`config.mk`:
```
export PLATFORM = sky130hd
export DESIGN_NAME = energy_accumulator
export DESIGN_NICKNAME = d
export VERILOG_FILES = /design/src/rtl/energy_pkg.sv /design/src/rtl/Multiplier_4.sv /design/src/rtl/energy_accumulator.sv
export SDC_FILE = /design/constraint.sdc
export NUM_CORES = 1
export LEC_CHECK = 0
export BUFFER_PORTS_ARGS = -buffer_cell sky130_fd_sc_hd__clkbuf_2
export CAP_MARGIN = 40
export CORE_UTILIZATION = 51
export CTS_CLUSTER_SIZE = 14
export DETAILED_ROUTE_END_ITERATION = 8
export PLACE_DENSITY = 0.84
export REMOVE_ABC_BUFFERS = 1
export SKIP_CTS_REPAIR_TIMING = 1
export SYNTH_ARGS = -nofsm -noshare
export SYNTH_HDL_FRONTEND = slang
export SYNTH_SLANG_ARGS = --single-unit
```
`constraint.sdc`:
```
create_clock -name clk -period 2.74 [get_ports clk]
set_input_delay 0.411 -clock clk [delete_from_list [all_inputs] [get_ports clk]]
set_output_delay 0.411 -clock clk [all_outputs]
set_load 0.01 [all_outputs]
```
`src/rtl/energy_pkg.sv`:
```
// Shared constants and FSM state encoding for the energy accumulator slice.
package energy_pkg;

  localparam int OPER_W    = 4;
  localparam int PROD_W    = 8;
  localparam int ACC_W_DEF = 12;
  localparam int CNT_W_DEF = 8;

  typedef enum logic [1:0] {
    IDLE = 2'd0,
    MUL  = 2'd1,
    ACC  = 2'd2
  } state_e;

endpackage

```
`src/rtl/Multiplier_4.sv`:
```
// 4x4 unsigned combinational multiplier shared across the SmartHomeSystem blocks.
module Multiplier_4 (
  input  logic [3:0] I1,
  input  logic [3:0] I2,
  output logic [7:0] P
);

  assign P = 8'(I1) * 8'(I2);

endmodule

```
`src/rtl/energy_accumulator.sv`:
```
// Handshaked front/back stage around Multiplier_4 that accumulates energy products.
// Build option: ENERGY_SATURATE_EN clamps the total on overflow instead of wrapping.
module energy_accumulator
  import energy_pkg::*;
#(
  parameter int ACC_W = ACC_W_DEF,
  parameter int CNT_W = CNT_W_DEF
) (
  input  logic             clk,
  input  logic             rst,
  input  logic             in_valid,
  output logic             in_ready,
  input  logic [3:0]       rate,
  input  logic [3:0]       duration,
  input  logic             clear,
  output logic [ACC_W-1:0] total,
  output logic [CNT_W-1:0] count,
  output logic             upd,
  output logic             ovf
);

  state_e              state_q, state_d;
  logic [OPER_W-1:0]   op_a_q, op_a_d;
  logic [OPER_W-1:0]   op_b_q, op_b_d;
  logic [PROD_W-1:0]   prod_q, prod_d;
  logic [PROD_W-1:0]   product;
  logic [ACC_W-1:0]    total_q, total_d;
  logic [CNT_W-1:0]    count_q, count_d;
  logic                upd_q, upd_d;
  logic                ovf_q, ovf_d;
  logic                in_ready_q, in_ready_d;
  logic [ACC_W:0]      sum;

  Multiplier_4 u_mult (
    .I1 (op_a_q),
    .I2 (op_b_q),
    .P  (product)
  );

  always_comb begin
    state_d = state_q;
    op_a_d  = op_a_q;
    op_b_d  = op_b_q;
    prod_d  = prod_q;
    total_d = total_q;
    count_d = count_q;
    upd_d   = 1'b0;
    ovf_d   = ovf_q;
    sum     = {1'b0, total_q} + (ACC_W+1)'(prod_q);

    if (clear) begin
      // Clear wins over everything, including a handshake offered this cycle.
      state_d = IDLE;
      total_d = '0;
      count_d = '0;
      ovf_d   = 1'b0;
    end else begin
      case (state_q)
        IDLE: begin
          if (in_valid && in_ready_q) begin
            op_a_d  = rate;
            op_b_d  = duration;
            state_d = MUL;
          end
        end
        MUL: begin
          prod_d  = product;
          state_d = ACC;
        end
        ACC: begin
          count_d = count_q + CNT_W'(1);
          upd_d   = 1'b1;
          state_d = IDLE;
          if (sum[ACC_W]) begin
            ovf_d = 1'b1;
`ifdef ENERGY_SATURATE_EN
            total_d = '1;
`else
            total_d = sum[ACC_W-1:0];
`endif
          end else begin
            total_d = sum[ACC_W-1:0];
          end
        end
        default: state_d = IDLE;
      endcase
    end

    in_ready_d = (state_d == IDLE);
  end

  always_ff @(posedge clk or posedge rst) begin
    if (rst) begin
      state_q    <= IDLE;
      op_a_q     <= '0;
      op_b_q     <= '0;
      prod_q     <= '0;
      total_q    <= '0;
      count_q    <= '0;
      upd_q      <= 1'b0;
      ovf_q      <= 1'b0;
      in_ready_q <= 1'b1;
    end else begin
      state_q    <= state_d;
      op_a_q     <= op_a_d;
      op_b_q     <= op_b_d;
      prod_q     <= prod_d;
      total_q    <= total_d;
      count_q    <= count_d;
      upd_q      <= upd_d;
      ovf_q      <= ovf_d;
      in_ready_q <= in_ready_d;
    end
  end

  assign in_ready = in_ready_q;
  assign total    = total_q;
  assign count    = count_q;
  assign upd      = upd_q;
  assign ovf      = ovf_q;

endmodule
```
==> metrics <==
Crit. path cell count 9; area grow syn2layout 15.78%; vias in the first global route 1837; critical-path maximum fanout 2; path depth of the worst reg2reg path 9; global route total overflow 0; First DRT Iteration DRCs 128; CTS Root Cell clkbuf_8; clk_skew 0.01084 ns; Finish-stage setup viols 0; post-route ant nets 0; Design Area, Final 2828 µm²; die footprint 5069 µm²; Post-synth top flop dfrtp_1; Clk pwr share 0.291; routability cong. 0.8362; Worst Tran Pin Value 0.5458 ns; Total Nets Final 337; synth cell count leaders nand2_1, dfrtp_1, ha_1; Total Power 1.759 mW; via/cell ratio 5.534; # fillers 393; yosys warns 0; CP required 2.92 ns; Switching Power 0.5487 mW; peak supply drop 0.4454 mV; cell family with most CP delay adder cells; failing checks DRC; dpl hpwl 3417 µm; Post-synth EDFFs 0; Worst Hold Class in -> async; area leader, netlist dfrtp_1; clock-pin slew on the worst setup and hold paths 0.08 ns; CP Capture Type flop; detailed-route via count 1948; Fin Hold WS 0.1948 ns; IO Pins 35; Worst-Skew Late Latency 0.30 ns; cells along the critical path nand2_2 > fa_1 > inv_1 > fa_1 > fa_2 > a21o_1 > a21oi_2 > xor2_1 > o21ai_0; all-layer global routing usage 0.2088; Pre-antenna DRT Iters 6; clock buffer depth 2; WL final 4762 µm; Pins Over Slew Limit 0; max-cap viol count 0; combinational share of power 0.292; initial antenna violation count 0; syn_area_per_cell 9.540 µm²; synthesized area 2442 µm²; top cells by area, synth dfrtp_1, ha_1, nand2_1; H-tree depth 2; first-pass GRT wire length 8190 µm; Num CTS Buffers 5; CTS tree yes; Slowest-stage cell, CP fa_1; Critical Path Source Type flop; Largest stage delay, worst path 0.54 ns; largest net degree at the start of global routing 42; #FFs+latches synth 41; status finished with violations; Most common cell on crit path fa_1; Worst Path Arrival 2.78 ns; Pleak 1.476 nW; Port Buffers 34; CTS Sinks 41; share of layout cells above drive strength 1 0.2067; Remaining DRCs 3; Internal 1.210 mW; sequential share of the synthesized area 0.4206; core area 4474 µm²; Peak Freq 383.6 MHz; most common cell in the netlist nand2_1; Mapped Cells 256; Die X 71.20 µm; switching share of power 0.3120; critical path class reg -> reg; Netlist cell types 44; pwr dens 621.9 nW/µm²; Async SR Flop Fraction 1.000; relative slew slack 0.6362; num rows 24; CP bufs+invs 1; placed inst area 2699 µm²; area share of the largest cell type after synthesis 0.4098; wire per inst 13.53 µm; proportion of power drawn by flip-flops and latches 0.417; Final period util 0.9513; diode count 0; Starting Density 0.5459; Period minus WS final 2.607 ns; chip height 71.20 µm; endpoints failing hold 0
stage by stage:
stage          utilization  setup WS (ns)  cells  setup TNS (ns)
2_1_floorplan            -        0.06561    249               0
3_3_place_gp        0.6032        0.05170    344               0
3_5_place_dp        0.6032      -0.005500    344       -0.005500
4_1_cts             0.6292       -0.03181    352        -0.03181
5_1_grt             0.6320      -0.001546    352       -0.001546
6_report            0.6320         0.1333    352               0
registers in the layout, summed over array words and instances, names as in the netlist:
| register | cells |
|---|---|
| count | 8 |
| in_ready | 1 |
| op_a_q | 4 |
| op_b_q | 4 |
| ovf | 1 |
| prod_q | 8 |
| state_q | 2 |
| total | 12 |
| upd | 1 |
layer usage:
metal	vias to the layer above	GRT usage	share of wire
met5	-	0	0
met4	0	0.06667	0.014
met2	53	0.3460	0.48
met1	925	0.2744	0.46
li1	961	-	-
met3	9	0.04416	0.040
area by class of cell:
type / instances / area (µm²) / share of cell area
clock inverter: 1 / 30.03 / 0.01062
timing repair buffer: 43 / 237.7 / 0.08407
tap: 52 / 65.06 / 0.02301
clock buffer: 7 / 86.33 / 0.03053
inverter: 10 / 37.54 / 0.01327
multi-input combinational: 198 / 1344 / 0.4752
sequential: 41 / 1027 / 0.3633
cell families after synthesis:
logic type / after synthesis / synth area share
mux: 3 / 0.01332
buf+inv: 17 / 0.03432
simple gates: 107 / 0.2126
fa+ha+maj: 26 / 0.1486
flops: 41 / 0.4206
compound gates: 49 / 0.1240
xor+xnor: 13 / 0.04662
path summary, 6_finish.rpt:
| check | start | end | slack (ns) |
|---|---|---|---|
| worst max register to register | op_a_q[0]$_DFFE_PP0P_ | prod_q[6]$_DFFE_PP0P_ | 0.13 |
| worst min-delay path | rst | count[5]$_DFFE_PP0P_ | 0.19 |
| worst min register to register | prod_q[5]$_DFFE_PP0P_ | prod_q[5]$_DFFE_PP0P_ | 0.49 |
| max in group asynchronous | rst | in_ready$_DFF_PP1_ | 2.16 |
| min in group clk | duration[0] | op_b_q[0]$_DFFE_PP0P_ | 0.30 |
| worst max-delay path | op_a_q[0]$_DFFE_PP0P_ | prod_q[6]$_DFFE_PP0P_ | 0.13 |
power groups by stage:
stage / Combinational, mW / Sequential [mW] / Clock (mW)
detailed placement: 0.496 / 0.745 / 0
CTS: 0.506 / 0.734 / 0.520
global placement: 0.484 / 0.742 / 0
finish: 0.513 / 0.734 / 0.512
global route: 0.591 / 0.747 / 0.539
floorplan: 0.352 / 0.742 / 0
cell usage in the layout (no fill, tap or decap), types with 6 or more instances in the layout:
master	Yosys	layout
clkbuf_8	0	6
nand2_1	51	50
xor2_1	10	10
inv_1	9	9
buf_4	1	9
and2_1	12	12
a21oi_1	16	14
ha_1	21	21
clkbuf_2	0	34
dfrtp_1	40	40
nor2_1	18	18
o21ai_0	15	13
tightest hold or removal path: cells and delay by family:
kind     cells  cell delay, ns
buf+inv      3            0.54
Note: power is estimated with default switching activity, not from simulation.
